<file path="config.mk">
export PLATFORM = sky130hd
export DESIGN_NAME = psc_trigger_rx
export DESIGN_NICKNAME = d
export VERILOG_FILES = /design/src/rtl/psc_trigger_rx.sv
export SDC_FILE = /design/constraint.sdc
export NUM_CORES = 1
export LEC_CHECK = 0
export BUFFER_PORTS_ARGS = -buffer_cell sky130_fd_sc_hd__buf_2
export CORE_MARGIN = 3
export CORE_UTILIZATION = 57
export DETAILED_ROUTE_END_ITERATION = 10
export GPL_TIMING_DRIVEN = 0
export PLACE_DENSITY = 0.85
export SYNTH_ARGS = -nofsm -noshare
export SYNTH_HDL_FRONTEND = slang
export SYNTH_SLANG_ARGS = --single-unit
</file>
<file path="constraint.sdc">
create_clock -name clk -period 1.96 [get_ports clk]
set_input_delay 0.294 -clock clk [delete_from_list [all_inputs] [get_ports clk]]
set_output_delay 0.294 -clock clk [all_outputs]
set_load 0.05 [all_outputs]
</file>
<file path="src/rtl/psc_trigger_rx.sv">
// psc_trigger_rx: UART-style receiver for the PSC trigger link, pulses trigger_out_o on TRIGGER_CODE.
// Define PSC_RX_PARITY_EN to add an even-parity bit between the data and the stop bit.
module psc_trigger_rx #(
  parameter int          CLKS_PER_BIT = 50,
  parameter logic [7:0]  TRIGGER_CODE = 8'hA5
) (
  input  logic       clk,
  input  logic       rst_n,
  input  logic       psc_input_i,
  output logic [7:0] rx_data_o,
  output logic       rx_valid_o,
  output logic       trigger_out_o,
  output logic       frame_error_o,
  output logic       busy_o
);
  localparam int CW = $clog2(CLKS_PER_BIT);
  localparam logic [CW-1:0] MID  = CW'(CLKS_PER_BIT / 2 - 1);
  localparam logic [CW-1:0] LAST = CW'(CLKS_PER_BIT - 1);
`ifdef PSC_RX_PARITY_EN
  typedef enum logic [2:0] {IDLE, START, DATA, PARITY, STOP, BREAK} state_t;
  logic par_err_q;
`else
  typedef enum logic [2:0] {IDLE, START, DATA, STOP, BREAK} state_t;
`endif
  state_t        state_q;
  logic [1:0]    sync_q;
  logic [CW-1:0] clk_cnt_q;
  logic [2:0]    bit_cnt_q;
  logic [7:0]    shift_q;
  logic [7:0]    rx_data_q;
  logic          rx_valid_q;
  logic          trig_q;
  logic          fe_q;
  logic          rxs;
  assign rxs           = sync_q[1];
  assign rx_data_o     = rx_data_q;
  assign rx_valid_o    = rx_valid_q;
  assign trigger_out_o = trig_q;
  assign frame_error_o = fe_q;
  assign busy_o        = state_q != IDLE;
  always_ff @(posedge clk or negedge rst_n) begin
    if (!rst_n) begin
      sync_q     <= 2'b11;
      state_q    <= IDLE;
      clk_cnt_q  <= '0;
      bit_cnt_q  <= '0;
      shift_q    <= '0;
      rx_data_q  <= '0;
      rx_valid_q <= 1'b0;
      trig_q     <= 1'b0;
      fe_q       <= 1'b0;
`ifdef PSC_RX_PARITY_EN
      par_err_q  <= 1'b0;
`endif
    end else begin
      sync_q     <= {sync_q[0], psc_input_i};
      rx_valid_q <= 1'b0;
      trig_q     <= 1'b0;
      fe_q       <= 1'b0;
      clk_cnt_q  <= (clk_cnt_q == LAST) ? '0 : clk_cnt_q + 1'b1;
      case (state_q)
        IDLE: begin
          clk_cnt_q <= '0;
          if (!rxs) state_q <= START;
        end
        // Half-bit offset here puts every later sample at bit centre.
        START: if (clk_cnt_q == MID) begin
          clk_cnt_q <= '0;
          bit_cnt_q <= '0;
          state_q   <= rxs ? IDLE : DATA;
        end
        DATA: if (clk_cnt_q == LAST) begin
          shift_q   <= {rxs, shift_q[7:1]};
          bit_cnt_q <= bit_cnt_q + 1'b1;
`ifdef PSC_RX_PARITY_EN
          if (bit_cnt_q == 3'd7) state_q <= PARITY;
`else
          if (bit_cnt_q == 3'd7) state_q <= STOP;
`endif
        end
`ifdef PSC_RX_PARITY_EN
        PARITY: if (clk_cnt_q == LAST) begin
          par_err_q <= (^shift_q) ^ rxs;
          state_q   <= STOP;
        end
`endif
        STOP: if (clk_cnt_q == LAST) begin
          if (!rxs) begin
            fe_q    <= 1'b1;
            state_q <= BREAK;
          end
`ifdef PSC_RX_PARITY_EN
          else if (par_err_q) begin
            fe_q    <= 1'b1;
            state_q <= IDLE;
          end
`endif
          else begin
            rx_data_q  <= shift_q;
            rx_valid_q <= 1'b1;
            trig_q     <= shift_q == TRIGGER_CODE;
            state_q    <= IDLE;
          end
        end
        // A line stuck low must return high before a new start is accepted.
        BREAK: if (rxs) state_q <= IDLE;
        default: state_q <= IDLE;
      endcase
    end
  end
endmodule
</file>
## After elaboration in Yosys (flattened, before gate mapping)

Index checks and enable logic that the tools add are counted.

- Register bits after elaboration: 33

- Muxes and demuxes: 24
- Eq/ne operators: 14
- Add/subtract/negate cells: 2
- Reduce and logical (&&, ||, !) cells: 7

Operators by type and width:

| cell | count |
|---|---|
| 3-bit 2-to-1 mux | 9 |
| 3-bit one-hot mux with 5 select lines | 1 |
| 6-bit 2-to-1 mux | 2 |
| 2-bit != test (second input constant) | 6 |
| 6-bit one-hot mux with 2 select lines | 1 |
| 1-bit 2-to-1 mux | 9 |
| 8-bit == test (second input constant) | 1 |
| 6-bit by 1-bit adder with 6-bit output (second input constant) | 1 |
| 3-bit by 2-bit == test with 1-bit output (second input constant) | 2 |
| 3-bit == test (second input constant) | 2 |
| 6-bit by 5-bit == test with 1-bit output (second input constant) | 1 |
| 6-bit == test (second input constant) | 1 |
| 3-bit one-hot mux with 2 select lines | 1 |
| 3-bit AND reduction | 2 |
| 6-bit AND reduction | 1 |
| 3-bit by 1-bit adder with 3-bit output (second input constant) | 1 |
| 3-bit by 1-bit == test with 1-bit output (second input constant) | 1 |
| 3-bit logical NOT | 1 |
| 3-bit nonzero test | 1 |
| 2-bit 2-to-1 mux | 1 |
| 2-bit AND reduction | 1 |
| 2-bit nonzero test | 1 |

## Longest topological paths before layout

- Depth in word-level cells: 4
- Gate-level depth with buffers: 7

## Worst setup path after synthesis

OpenSTA, ideal clock, no wires.

- Path kind: reg2reg
- Start point: register clk_cnt_q[1]
- End point: register shift_q[0]
- Slack: 0.372 ns
- Data required time: 1.843 ns
- Buffers on the path: 1
- Data arrival time: 1.472 ns
- Clock period less this slack: 1.588 ns
- Cell stages (with the launch flop): 8
- Path through: dfrtp_1 inv_1 ha_1 nand3b_4 or4_4 buf_6 nand2_1 nand2_1

- Longest elaborated chain between the ends: 2

Ends and longest elaborated chain:

| element | line | source |
|---|---|---|
| from (decl) | 27 | `logic [CW-1:0] clk_cnt_q;` |
| from (signal assigned) | 60 | `clk_cnt_q <= (clk_cnt_q == LAST) ? '0 : clk_cnt_q + 1'b1;` |
| 6-bit == test | 72 | `DATA: if (clk_cnt_q == LAST) begin` |
| 2-bit AND reduction (no line) | n/a |  |
| to (signal assigned) | 73 | `shift_q <= {rxs, shift_q[7:1]};` |
| to (decl) | 29 | `logic [7:0] shift_q;` |

No other way between the ends.
A chain may end at the register's enable or synchronous reset.

## Worst setup path in the final report

- Start point: register clk_cnt_q[1]
- End point: register shift_q[7]

The elaborated chain is that of the path after synthesis.

==> flow_summary.ini <==
[clock_tree]
path_clk_slew_ns = 0.10
root_buffer = clkbuf_4
clk-insertion-delay-late_ns = 0.33
ctsResizeCount = 0
post_cts_buffers = 0
clkSinkCount = 33
cts_hold_buf = 0
cts_tree = yes
htree_levels = 2
clk_path_buf_depth = 2
cts_buffers = 5

[grt]
grt_start_max_net_pins = 34
grt_first_pass_wirelength_um = 4610
antenna_found_initial = 0
overflow = 0
grt_pass1_vias = 1030
grt_usage_pct = 18.9

[logic_synthesis]
yosys.area.top_type = dfrtp_1
yosysUniqueCellTypes = 34
synthTopCellsByCount = 31 x dfrtp_1, 26 x nand2_1, 14 x nor2_1
synth_top_area_share_pct = 53.0
yosysSeqAreaShare_pct = 56.6
avgSynthCellArea_um2 = 11.3
ys_ff_latch = 33
ys_async_sr_fraction_pct = 100
syn_nets = 137
synth-edff-count = 0
synth.most_common_cell = dfrtp_1
syn-instance-count = 129
syn_area_mm2 = 0.00146
synth_area_leaders = dfrtp_1 53%, nand2_1 6.7%, ha_1 4.3%
yosys_warnings = 0
ys.flop_type = dfrtp_1

[finish]
area_growth_pct = 10.7
multi_input_area_um2 = 608
fin_util_pct = 69.9
fill_cells = 186
n_antenna_cell = 0
seq_area_um2 = 828
fin_nets = 158
drive_gt1_share_pct = 24.5

[die]
dieHeight_um = 56.7
pin_count = 15
start_util_pct = 63.1
die_area_mm2 = 0.00321
die_w_um = 56.7
rows = 17
core_area_mm2 = 0.00232

[timing]
setup_viol = 0
finClkSkew_ns = 0.00759
holdWs_ns = -0.00221
clock.fmax_mhz = 562
hold_viol = 3
slew_violations = 0
grt_setup_unrepaired = no
finalCriticalPeriod_ns = 1.78
finalCritPeriodShare_pct = 90.8
worst_pin_slew_ns = 0.702
tns_ns = 0
slew_headroom_pct = 53.2

[routing]
drc = 0
dr.pass1.iters = 4
vias_per_cell = 5.63
ant_nets = 0
wl_per_cell_um = 14.5
drtIter0Drc = 19
finalWirelength_um = 2590
num_vias = 1008

[status]
status = complete, but fails checks
violations = hold timing

[pwr]
p_seq_share_pct = 54.8
p_leak_nw = 0.875
finalPower_mw = 1.57
clkPwrFrac_pct = 22.6
power.internal_mw = 1.05
p_comb_share_pct = 22.6
p_sw_mw = 0.521
p_per_area_mw_per_mm2 = 971
switching_share_pct = 33.1
vdd_drop_max_uv = 941

[placed_design]
io_buffer_count = 14
routabilityCongestion = 0.842
hpwl_um = 1870

[min_path]
hold_class = input port to async pin

[setup_path]
critPathMaxStageDelay_ns = 0.50
cp_top_family = simple AND/OR/NAND/NOR gates
path_class = register to register
cp.arrival_ns = 2.01
worst_path_max_delay_cell = or4_4
cp-start-kind = register
cp_max_fo = 8
cpMostUsedCell = nand2_1
path_buf_inv = 2
path_cells = inv_1 > ha_1 > nand3b_4 > or4_4 > buf_6 > nand2_1 > nand2_1
worstPathRequired_ns = 2.20
end_kind = register

[flow_run]
maxCapViolCount = 0
==> routing by layer <==
layer	vias to the layer above	wire [um]	GRT usage [%]
met2	19	1320	31.4
met5	-	0	0
met4	0	49	8.47
met3	6	108	5.29
li1	484	-	-
met1	499	1110	22.5
==> cells in the final DEF, fill, tap and decap left out, types with 3 or more instances in the layout <==
cell type  count
ha_1           5
nand3_1        3
nand2_1       26
a21oi_1        4
buf_2         15
mux2_2         5
clkbuf_4       5
mux2_1         5
dfrtp_1       31
inv_1          3
nor2_1        14
==> registers in the layout, indices dropped and copies added (netlist names) <==
name and count:
bit_cnt_q 3, clk_cnt_q 6, rx_valid_o 1, shift_q 8, sync_q 2, frame_error_o 1
rx_data_o 8, trigger_out_o 1, state_q 3
==> power groups by stage <==
stage                     Clock (mW)  Sequential, mW  Combinational [mW]
final                          0.356           0.862               0.355
after global routing           0.398           0.877               0.412
after CTS                      0.363           0.861               0.360
after detailed placement           0           0.876               0.357
after global placement             0           0.866               0.336
after floorplan                    0           0.848               0.286
==> logic make-up after synthesis <==
| logic type | after synthesis | synth area share [%] |
|---|---|---|
| muxes | 10 | 7.69 |
| and+or+nand+nor | 62 | 22.9 |
| buffers and inverters | 5 | 1.88 |
| DFF | 33 | 56.6 |
| xor gates and xnor gates | 4 | 2.39 |
| AOI/OAI and AO/OA | 10 | 4.27 |
| adders and majority gates | 5 | 4.27 |
==> metrics by stage <==
| stage | std cells | setup slack, ns | hold WS (ns) | area (um2) |
|---|---|---|---|---|
| floorplan | 129 | 0.372 | -0.00159 | 1460 |
| global placement | 171 | 0.298 | 0.346 | 1570 |
| detailed placement | 171 | 0.190 | 0.347 | 1570 |
| CTS | 179 | 0.173 | 0.0196 | 1620 |
| global route | 179 | 0.0411 | 0.0360 | 1620 |
| finish | 179 | 0.180 | -0.00221 | 1620 |
==> final timing paths <==
check	startpoint	end	slack (ns)	cells past startpoint
max	clk_cnt_q[1]	shift_q[7]	0.18	7
min	rst_n	clk_cnt_q[3]	-0.002	1
max reg2reg	clk_cnt_q[1]	shift_q[7]	0.18	7
min reg2reg	sync_q[0]	sync_q[1]	0.36	0
max in group asynchronous	rst_n	shift_q[3]	1.50	1
min in group clk	psc_input_i	sync_q[0]	0.05	1
==> cell type report <==
cell class	instances	area share, %
sequential	33	51.1
multi-input combinational	91	37.5
timing repair buffer	14	4.32
clock buffer	6	2.55
tap	28	2.16
buffer	2	1.00
inverter	3	0.695
clock inverter	2	0.618
(Power assumes the default switching activity.)
